$ cat src/rtl/random_latency_gen_pkg.sv
// random_latency_pkg: shared enums and default LFSR constants for the latency stage
package random_latency_pkg;
  typedef enum logic [1:0] {MODE_RANDOM = 2'd0, MODE_FIXED = 2'd1, MODE_MIN = 2'd2} dly_mode_e;
  typedef enum logic [1:0] {IDLE, COUNT, RESP} fsm_state_e;
  localparam logic [9:0]  TAPS_10 = 10'h240;
  localparam logic [9:0]  SEED_10 = 10'h001;
  localparam logic [15:0] TAPS_16 = 16'hB400;
  localparam logic [15:0] SEED_16 = 16'hACE1;
endpackage

$ cat src/rtl/random_latency_gen_if.sv
// random_latency_gen_if: request/response handshake bundle
interface random_latency_gen_if;
  logic req_valid;
  logic req_ready;
  logic resp_valid;
  logic resp_ready;
  modport master (output req_valid, resp_ready, input req_ready, resp_valid);
  modport slave (input req_valid, resp_ready, output req_ready, resp_valid);
endinterface

$ cat src/rtl/random_latency_gen_lfsr.sv
// lfsr_galois: free-running Galois LFSR with reseed and all-zero protection
module lfsr_galois #(
  parameter int W = 16,
  parameter logic [W-1:0] TAPS = W'(16'hB400),
  parameter logic [W-1:0] SEED = W'(16'hACE1)
) (
  input  logic         clk,
  input  logic         reset_n,
  input  logic         load,
  input  logic [W-1:0] load_val,
  output logic [W-1:0] value
);
  logic [W-1:0] r_lfsr;
  assign value = r_lfsr;
  // reseed wins over the shift; a zero seed falls back to SEED so the register never locks up
  always_ff @(posedge clk or negedge reset_n)
    if (!reset_n) r_lfsr <= SEED;
    else if (load) r_lfsr <= (load_val == '0) ? SEED : load_val;
    else r_lfsr <= {1'b0, r_lfsr[W-1:1]} ^ (r_lfsr[0] ? TAPS : '0);
endmodule

$ cat src/rtl/random_latency_gen.sv
// random_latency_gen: accepts one request and answers after a random, fixed or minimum latency
module random_latency_gen
  import random_latency_pkg::*;
#(
  parameter int LFSR_W = 16,
  parameter logic [LFSR_W-1:0] LFSR_TAPS = LFSR_W'(TAPS_16),
  parameter logic [LFSR_W-1:0] SEED = LFSR_W'(SEED_16),
  parameter int MIN_DLY = 1,
  parameter int MAX_DLY = 10,
  parameter int CNT_W = 8
) (
  input  logic              clk,
  input  logic              reset_n,
  random_latency_gen_if.slave bus,
  input  logic [1:0]        mode,
  input  logic [CNT_W-1:0]  fixed_dly,
  input  logic              seed_load,
  input  logic [LFSR_W-1:0] seed_val,
  output logic              busy,
  output logic [CNT_W-1:0]  cur_dly
);
  localparam int RANGE = MAX_DLY - MIN_DLY + 1;
  localparam logic [CNT_W-1:0] MIN_C = CNT_W'(MIN_DLY);
  localparam logic [CNT_W-1:0] MAX_C = CNT_W'(MAX_DLY);
  localparam logic [CNT_W-1:0] ONE = CNT_W'(1);

  if (SEED == '0) begin : g_chk_seed
    $error("SEED must be non-zero");
  end
  if (MIN_DLY < 1) begin : g_chk_min
    $error("MIN_DLY must be >= 1");
  end
  if (MAX_DLY < MIN_DLY) begin : g_chk_order
    $error("MAX_DLY must be >= MIN_DLY");
  end
  if (64'(MAX_DLY) >= (64'd1 << CNT_W)) begin : g_chk_cnt
    $error("MAX_DLY must fit in CNT_W bits");
  end

  fsm_state_e r_state, w_state_nxt;
  logic [CNT_W-1:0] r_cnt, w_cnt_nxt, r_cur_dly, w_cur_dly_nxt;
  logic [CNT_W-1:0] w_rand_dly, w_fixed_dly, w_dly;
  logic [LFSR_W-1:0] w_lfsr;
  logic w_idle;

  lfsr_galois #(.W(LFSR_W), .TAPS(LFSR_TAPS), .SEED(SEED)) u_lfsr (
    .clk(clk),
    .reset_n(reset_n),
    .load(seed_load),
    .load_val(seed_val),
    .value(w_lfsr)
  );

  assign w_rand_dly  = MIN_C + CNT_W'(32'(w_lfsr) % 32'(RANGE));
  assign w_fixed_dly = (fixed_dly < MIN_C) ? MIN_C : (fixed_dly > MAX_C) ? MAX_C : fixed_dly;
  assign w_dly = (mode == MODE_FIXED) ? w_fixed_dly : (mode == MODE_MIN) ? MIN_C : w_rand_dly;

  assign w_idle         = r_state == IDLE;
  assign bus.req_ready  = w_idle;
  assign bus.resp_valid = r_state == RESP;
  assign busy           = !w_idle;
  assign cur_dly        = r_cur_dly;

  // next state: latch the delay on acceptance, count down, then hold the response until consumed
  always_comb begin
    w_state_nxt   = r_state;
    w_cnt_nxt     = r_cnt;
    w_cur_dly_nxt = r_cur_dly;
    unique case (r_state)
      IDLE: if (bus.req_valid) begin
        w_cur_dly_nxt = w_dly;
        w_cnt_nxt     = w_dly - ONE;
        w_state_nxt   = (w_dly == ONE) ? RESP : COUNT;
      end
      COUNT: begin
        w_cnt_nxt   = r_cnt - ONE;
        w_state_nxt = (r_cnt == ONE) ? RESP : COUNT;
      end
      RESP: w_state_nxt = bus.resp_ready ? IDLE : RESP;
      default: w_state_nxt = IDLE;
    endcase
  end

  // state register; reset aborts any in-flight transaction
  always_ff @(posedge clk or negedge reset_n)
    if (!reset_n) begin
      r_state   <= IDLE;
      r_cnt     <= '0;
      r_cur_dly <= '0;
    end else begin
      r_state   <= w_state_nxt;
      r_cnt     <= w_cnt_nxt;
      r_cur_dly <= w_cur_dly_nxt;
    end
endmodule
$ cat src/flat_wrapper.sv
// flat-port wrapper written by rule: the top's interface ports become plain ports
module random_latency_gen_flat import random_latency_pkg::*;
#(
  parameter int LFSR_W = 16,
  parameter logic [LFSR_W-1:0] LFSR_TAPS = LFSR_W'(TAPS_16),
  parameter logic [LFSR_W-1:0] SEED = LFSR_W'(SEED_16),
  parameter int MIN_DLY = 1,
  parameter int MAX_DLY = 10,
  parameter int CNT_W = 8
)
  (clk, reset_n, mode, fixed_dly, seed_load, seed_val, busy, cur_dly, bus_req_valid, bus_resp_ready, bus_req_ready, bus_resp_valid);
  random_latency_gen_if bus_i ();
  input  logic clk;
  input  logic reset_n;
  input  logic [1:0] mode;
  input  logic [CNT_W-1:0] fixed_dly;
  input  logic seed_load;
  input  logic [LFSR_W-1:0] seed_val;
  output logic busy;
  output logic [CNT_W-1:0] cur_dly;
  input wire logic [$bits(bus_i.req_valid)-1:0] bus_req_valid;
  input wire logic [$bits(bus_i.resp_ready)-1:0] bus_resp_ready;
  output wire logic [$bits(bus_i.req_ready)-1:0] bus_req_ready;
  output wire logic [$bits(bus_i.resp_valid)-1:0] bus_resp_valid;
  assign bus_i.req_valid = bus_req_valid;
  assign bus_i.resp_ready = bus_resp_ready;
  assign bus_req_ready = bus_i.req_ready;
  assign bus_resp_valid = bus_i.resp_valid;
  random_latency_gen #(.LFSR_W(LFSR_W), .LFSR_TAPS(LFSR_TAPS), .SEED(SEED), .MIN_DLY(MIN_DLY), .MAX_DLY(MAX_DLY), .CNT_W(CNT_W)) u_core (.clk(clk), .reset_n(reset_n), .bus(bus_i), .mode(mode), .fixed_dly(fixed_dly), .seed_load(seed_load), .seed_val(seed_val), .busy(busy), .cur_dly(cur_dly));
endmodule
$ cat config.mk
export PLATFORM = sky130hd
export DESIGN_NAME = random_latency_gen_flat
export DESIGN_NICKNAME = d
export VERILOG_FILES = /design/src/rtl/random_latency_gen_pkg.sv /design/src/rtl/random_latency_gen_if.sv /design/src/rtl/random_latency_gen_lfsr.sv /design/src/rtl/random_latency_gen.sv /design/src/flat_wrapper.sv
export SDC_FILE = /design/constraint.sdc
export NUM_CORES = 1
export LEC_CHECK = 0
export ABC_AREA = 1
export CORE_MARGIN = 3
export CORE_UTILIZATION = 41
export DETAILED_ROUTE_END_ITERATION = 10
export PLACE_DENSITY = 0.65
export SYNTH_ARGS = -nofsm -noshare
export SYNTH_HDL_FRONTEND = slang
export SYNTH_SLANG_ARGS = --single-unit
export TNS_END_PERCENT = 30
$ cat constraint.sdc
create_clock -name clk -period 23.6 [get_ports clk]
set_clock_uncertainty 0.05 [all_clocks]
set_input_delay 7.08 -clock clk [delete_from_list [all_inputs] [get_ports clk]]
set_output_delay 7.08 -clock clk [all_outputs]
set_load 0.005 [all_outputs]
==> results.md, run 1 <==
* Status: finished clean
* DR vias/cell at 5.16
* Met1 Track Usage GR at 28.3%
* Cell taking the most area after synthesis: nand2_1
* CTS Buffer Depth at 2
* Cts repair resizes at 0
* Avg Cell Area, Syn at about 5.6 um^2
* Post-route setup slack at 11260 ps
* Clock slew at reported path FFs at roughly 60 ps
* Max Cap Viol at 0
* H-tree levels at 2
* Final Hold Vio Count at 0
* Place WS at 11260 ps
* RSZ-0062 raised after global routing: false
* Top post-synthesis cells by area: nand2_1 (22%), dfrtp_1 (10%), nand3_1 (9.9%)
* I/O Buffers at 41
* Antenna cell count at 0
* R2R Path End: u_core.r_cnt[4]
* Post-synth top area share at between 20% and 30%
* R2r setup slk at between 10000 and 15000 ps
* Vias in the first global route at 6295
* Power, Total at roughly 0.0011 W
* P_leak at around 3.7 nW
* Crit-path most repeated cell: nand2_1
* Largest net degree at the start of global routing at 41
* Startpoint types: flop
* Worst reg-to-reg path cell count at 67
* Busiest grt layer: met2
* Top-Level Pins at 42
* First-pass GRT wire length at ~28000 um
* Detailed Place HPWL at around 13000 um
* Critical path arrival at 12500 ps
* Total grt overflow at 0
* Area Growth Syn to Fin at 10.1%
* Antenna-violating nets left at 0
* Synth warnings at 0
* Least-Margin Pin Slew at 907 ps
* Met2 Use GR at 31.4%
* Seq/Total Area, Yosys at around 14%
* Syn_nets at 1152
* Slew Limit Fails at 0
* Worst r2r src: u_core.u_lfsr.value[14]
* Class of the worst hold path: flop to flop
* Most frequent cell after synthesis: nand2_1
* Global-route usage over all layers at 19.3%
* TritonCTS Sinks at 34
* Synth Cell Area at 0.00625 mm^2
* DRC viols at 0
* Maximum clock frequency at 0.0810 GHz
* Worst-path fanout max at 40
* Placer Congestion at 0.877
* Layout cell share with drive strength beyond 1 at roughly an eighth
* Hold Startpoint: u_core.cur_dly[3]
* WHS Endpoint: u_core.cur_dly[3]
* Power per standard cell area at 160 mW/mm^2
* Num CTS Buffers at 5
* Die X at 130 um
* Fin crit share at between 50% and 60%
* Skew-Pair Late Insertion Delay at 280 ps
* Post-synth top cells: nand2_1 (369), inv_1 (152), nand3_1 (124)
* Peak VDD IR at 73.4 uV
* CTS tree: built
* DR pass1 iterations at 7
* Slowest cell on the critical path: nor3_4
* Tmin final at 12340 ps
* Initial DRC count at 398
* Die H at 130 um
* CP Class: flop to flop
* Final net count at 1181
* Cts hold-fix bufs at 0
* Hold Crit Depth at 2
* Die Area at 0.0168 mm^2
* Via count at just under 7000
* DR WL/cell at between 10 and 15 um
* M3 GR Usage at approximately 1.6%
* Slew margin rel. at between 30 and 40%
* CP Capture Type: flop
* #FFs+latches synth at 34
* Asr flop ratio synth at 100%
* Post-Route WL at 15800 um
* Worst Path Required at between 20000 and 25000 ps
* Post-CTS Setup Bufs at 0
* Number of synthesized flops with an enable pin at 0
* Top FF cell, synth: dfrtp_1
* Row cnt at 44
* Synth Instances at around 1100
* Initial Util at 42.4%
* Core ar. at 0.0148 mm^2
* Setup_tns at 0 ps
* Clk root buf: clkbuf_16
* Setup violators final at 0
* Yosys cell types at 49
* Max stage delay on crit path at 590 ps
* Antenna violations before repair at 0
-- flip-flops by register name, summed over array words and instances, names as in the netlist --
name,count
u_core.cur_dly,8
u_core.r_cnt,8
u_core.r_state,2
u_core.u_lfsr.value,16
-- metrics by stage --
step | hold WS (ps) | utilization (%) | area [um^2] | instances
2_1_floorplan | 423 | - | 6250 | 1115
3_3_place_gp | 418 | 45.8 | 6750 | 1321
3_5_place_dp | 422 | 45.8 | 6750 | 1321
4_1_cts | 437 | 46.7 | 6890 | 1329
5_1_grt | 472 | 46.7 | 6890 | 1329
6_report | 433 | 46.7 | 6890 | 1329
-- kinds of logic (layout without fill, tap and decap cells) --
group	after synthesis	in the layout	share of synthesized area [%]
fa+ha+maj	6	6	1.20
buf+inv	216	246	14.1
xor+xnor	25	25	3.50
simple gates	748	748	58.8
flops	34	34	13.8
compound gates	86	86	8.64
-- worst max path at each step --
stage | from | to | slack (ps)
3_3_place_gp | u_core.u_lfsr.value[14] | u_core.r_cnt[4] | 11480
3_5_place_dp | u_core.u_lfsr.value[14] | u_core.r_cnt[4] | 11260
2_1_floorplan | u_core.u_lfsr.value[14] | u_core.r_cnt[4] | 14370
5_1_grt | u_core.u_lfsr.value[14] | u_core.r_cnt[4] | 9530
6_report | u_core.u_lfsr.value[14] | u_core.r_cnt[4] | 11260
4_1_cts | u_core.u_lfsr.value[14] | u_core.r_cnt[4] | 11220
-- power by group --
| part | switching [W] | leakage, nW | internal [W] |
|---|---|---|---|
| combinational | 0.000642 | 3.21 | 0.000308 |
| clock | 0.0000231 | 0.0652 | 0.0000392 |
| sequential | 0.0000155 | 0.402 | 0.0000770 |
| total | 0.000680 | 3.68 | 0.000424 |
-- cell usage in the layout, fill, tap and decap left out, drive strengths merged --
master,n
dfrtp,26
a31o,1
xnor2,7
o21bai,7
nand4,64
buf,1
clkinv,14
dfstp,8
nor2,108
o221ai,1
nor4,8
nand2,400
nand3,141
inv,183
o31ai,1
xor2,18
a21oi,18
a21boi,1
clkdlybuf4s50,40
or2,2
ha,6
nand3b,16
a32oi,2
a22oi,8
o211ai,6
clkbuf,8
a2bb2oi,1
nor3,6
o21ai,40
and2,3
-- per-layer routing --
metal,up-vias,wire length [um]
met5,-,0
met4,0,135
met3,11,464
met2,103,7090
met1,3095,8130
li1,3642,-
-- critical path: cells and delay by family (launching register included) --
family / cells / cell delay (ps)
AND/OR/NAND/NOR: 52 / 9010
adder cells (fa/ha/maj): 3 / 750
XOR/XNOR: 1 / 130
flip-flops: 1 / 420
buffers and inverters: 7 / 950
AO/OA/AOI/OAI: 4 / 930
-- final cells by class --
cell class	instances	area, um^2
Tap cell	184	230
Sequential cell	34	861
Fill cell	1636	7870
Clock buffer	8	136
Inverter	197	739
Multi-Input combinational cell	865	4510
Timing Repair Buffer	41	405
Note: power is estimated with default switching activity, not from simulation.
==> run 2: changes to the inputs <==
--- a/config.mk
+++ b/config.mk
@@ -9,7 +9,7 @@
 export CORE_MARGIN = 3
 export CORE_UTILIZATION = 41
 export DETAILED_ROUTE_END_ITERATION = 10
-export PLACE_DENSITY = 0.65
+export PLACE_DENSITY = 0.67
 export SYNTH_ARGS = -nofsm -noshare
 export SYNTH_HDL_FRONTEND = slang
 export SYNTH_SLANG_ARGS = --single-unit
==> constraint.sdc (replaced) <==
create_clock -name clk -period 9.9 [get_ports clk]
set_clock_uncertainty 0.05 [all_clocks]
set_input_delay 2.97 -clock clk [delete_from_list [all_inputs] [get_ports clk]]
set_output_delay 2.97 -clock clk [all_outputs]
set_load 0.005 [all_outputs]
==> run 2 against run 1 <==
Net effect:
- first-iteration DRC count increased by 5.0%
- core utilization increased by 13 points
- critical path depth increased by 5
- wire length grew 19%
- clock-buffer cell count fell by 2
==> results.md, run 2 (synthesized netlist as in run 1, its figures left out) <==
* Status: finished clean
* Least-Margin Pin Slew at 796 ps
* DRC viols at 0
* WL met2 at 9090 um
* Worst r2r src: u_core.u_lfsr.value[13]
* Clock slew at reported path FFs at 60 ps
* Slew Limit Fails at 0
* Die Area at roughly 0.017 mm^2
* Class of the worst hold path: flop to flop
* Cts hold-fix bufs at 0
* DR vias/cell at about 5.2
* Post-Route WL at 18800 um
* Initial Util at 42.4%
* Final core utilization at 59.9%
* Max Cap Viol at 0
* Layout cell share with drive strength beyond 1 at around a third
* Final Hold Vio Count at 0
* End point of the critical path: u_core.r_state[0]
* Vias in the first global route at 6289
* Skew-Pair Late Insertion Delay at between 200 and 300 ps
* DRT met1 WL at roughly 8800 um
* Tmin final at 9740 ps
* Die H at 130 um
* Setup violators final at 0
* Number of flip-flops in the largest register at 16
* RSZ-0062 raised after global routing: true
* Critical path arrival at slightly below 10000 ps
* DR pass1 iterations at 5
* Antenna-violating nets left at 0
* Top Metal Used: met4
* H-tree levels at 2
* Largest net degree at the start of global routing at 35
* Startpoint types: flop
* Antenna violations before repair at 0
* Worst-path fanout max at 8
* Top-Level Pins at 42
* I/O Buffers at 41
* Hold slack at between 400 and 500 ps
* DR WL/cell at 13.0 um
* Maximum clock frequency at 0.103 GHz
* Core ar. at 0.0148 mm^2
* Max stage delay on crit path at 560 ps
* Worst reg-to-reg path cell count at 72
* Slowest cell on the critical path: dfstp_2
* Via count at roughly 7600
* Die X at 130 um
* First-pass GRT wire length at 28300 um
* Hold Crit Depth at 2
* Row cnt at 44
* Global-route usage over all layers at 19.6%
* WL met3 at 605 um
* Clk root buf: clkbuf_16
* Fin crit share at 98.3%
* Commonest non-fill, non-tap cell in the layout: nand2_1
* Total grt overflow at 0
* Num CTS Buffers at 5
* Worst Path Required at 10010 ps
* Crit-path most repeated cell: nand2_2
* Antenna cell count at 0
* Final net count at 1299
* Commonest cells after routing, fill and taps aside: nand2_1 (287), inv_1 (147), buf_4 (99)
* CTS tree: built
* R2R Path End: u_core.r_state[0]
* Slew margin rel. at 46.9%
* CP Class: flop to flop
* R2r setup slk at 160 ps
* Detailed Place HPWL at 13100 um
* TritonCTS Sinks at 34
* CTS Buffer Depth at 2
* Placer Congestion at 0.933
* CP Capture Type: flop
* Area Growth Syn to Fin at 41.2%
* Crit. Startpoint: u_core.u_lfsr.value[13]
* Initial DRC count at 418
-- run 2: cell types whose count changed in the layout (fill, tap and decap cells not counted), moves of 16 or more --
| cell | before | now |
|---|---|---|
| buf_4 | 0 | 99 |
| nand2_1 | 369 | 287 |
| nand2_2 | 26 | 76 |
| nand2_4 | 5 | 41 |
| nand3_1 | 124 | 91 |
| nor2_4 | 7 | 27 |
| nand3_2 | 15 | 33 |
| nor2_1 | 83 | 66 |
| nand3_4 | 2 | 18 |
-- run 2: worst min-delay path by stage --
stage                 startpoint  slack (ps)                 to
3_3_place_gp   u_core.cur_dly[5]         420  u_core.cur_dly[5]
3_5_place_dp   u_core.cur_dly[3]         430  u_core.cur_dly[3]
5_1_grt        u_core.cur_dly[3]         460  u_core.cur_dly[3]
4_1_cts        u_core.cur_dly[3]         440  u_core.cur_dly[3]
6_report       u_core.cur_dly[3]         440  u_core.cur_dly[3]
2_1_floorplan  u_core.cur_dly[0]         420  u_core.cur_dly[0]
-- run 2: critical path, delay by kind of cell (launching register included) --
kind / cells / cell delay (ps)
AOI/OAI and AO/OA: 4 / 570
buffers and inverters: 11 / 1200
and+or+nand+nor: 56 / 7000
adders and majority gates: 1 / 200
DFF: 1 / 560
-- run 2: metal layers --
layer | up-vias | global-route usage (%)
met2 | 154 | 32.6
met5 | - | 0
met1 | 3468 | 27.9
met4 | 0 | 3.61
li1 | 3909 | -
met3 | 31 | 1.73
-- run 2: final cells by class --
| class | count | area (um^2) |
|---|---|---|
| clock buffers | 6 | 139 |
| clock inverters | 2 | 12.5 |
| fillers | 1359 | 5920 |
| inverters | 197 | 747 |
| multi-input cells | 872 | 5550 |
| flip-flops and latches | 34 | 861 |
| well taps | 184 | 230 |
| repair buffers | 152 | 1290 |
-- run 2: timing repair --
| action | CTS | global route |
|---|---|---|
| resized for setup | 18 | 238 |
| setup buffers | 5 | 57 |
| endpoints found under the hold margin | 0 | 0 |
| pin swaps | 4 | 125 |
| endpoints found under the setup margin | 9 | 16 |
| cloned | 2 | 7 |
-- run 2: stage by stage --
step / setup WS [ps] / cell area (um^2) / TNS (ps) / instances
2_1_floorplan: 669 / 6250 / 0 / 1115
3_5_place_dp: -302 / 7120 / -1310 / 1368
6_report: 164 / 8830 / 0 / 1447
4_1_cts: 26.6 / 7400 / 0 / 1383
5_1_grt: -548 / 8830 / -5600 / 1447
3_3_place_gp: -74.5 / 7120 / -83.7 / 1368
Power of run 2 is left out: the tool's default activity adds up to more than one toggle a clock period on the data nets, which glitch-free logic cannot reach.
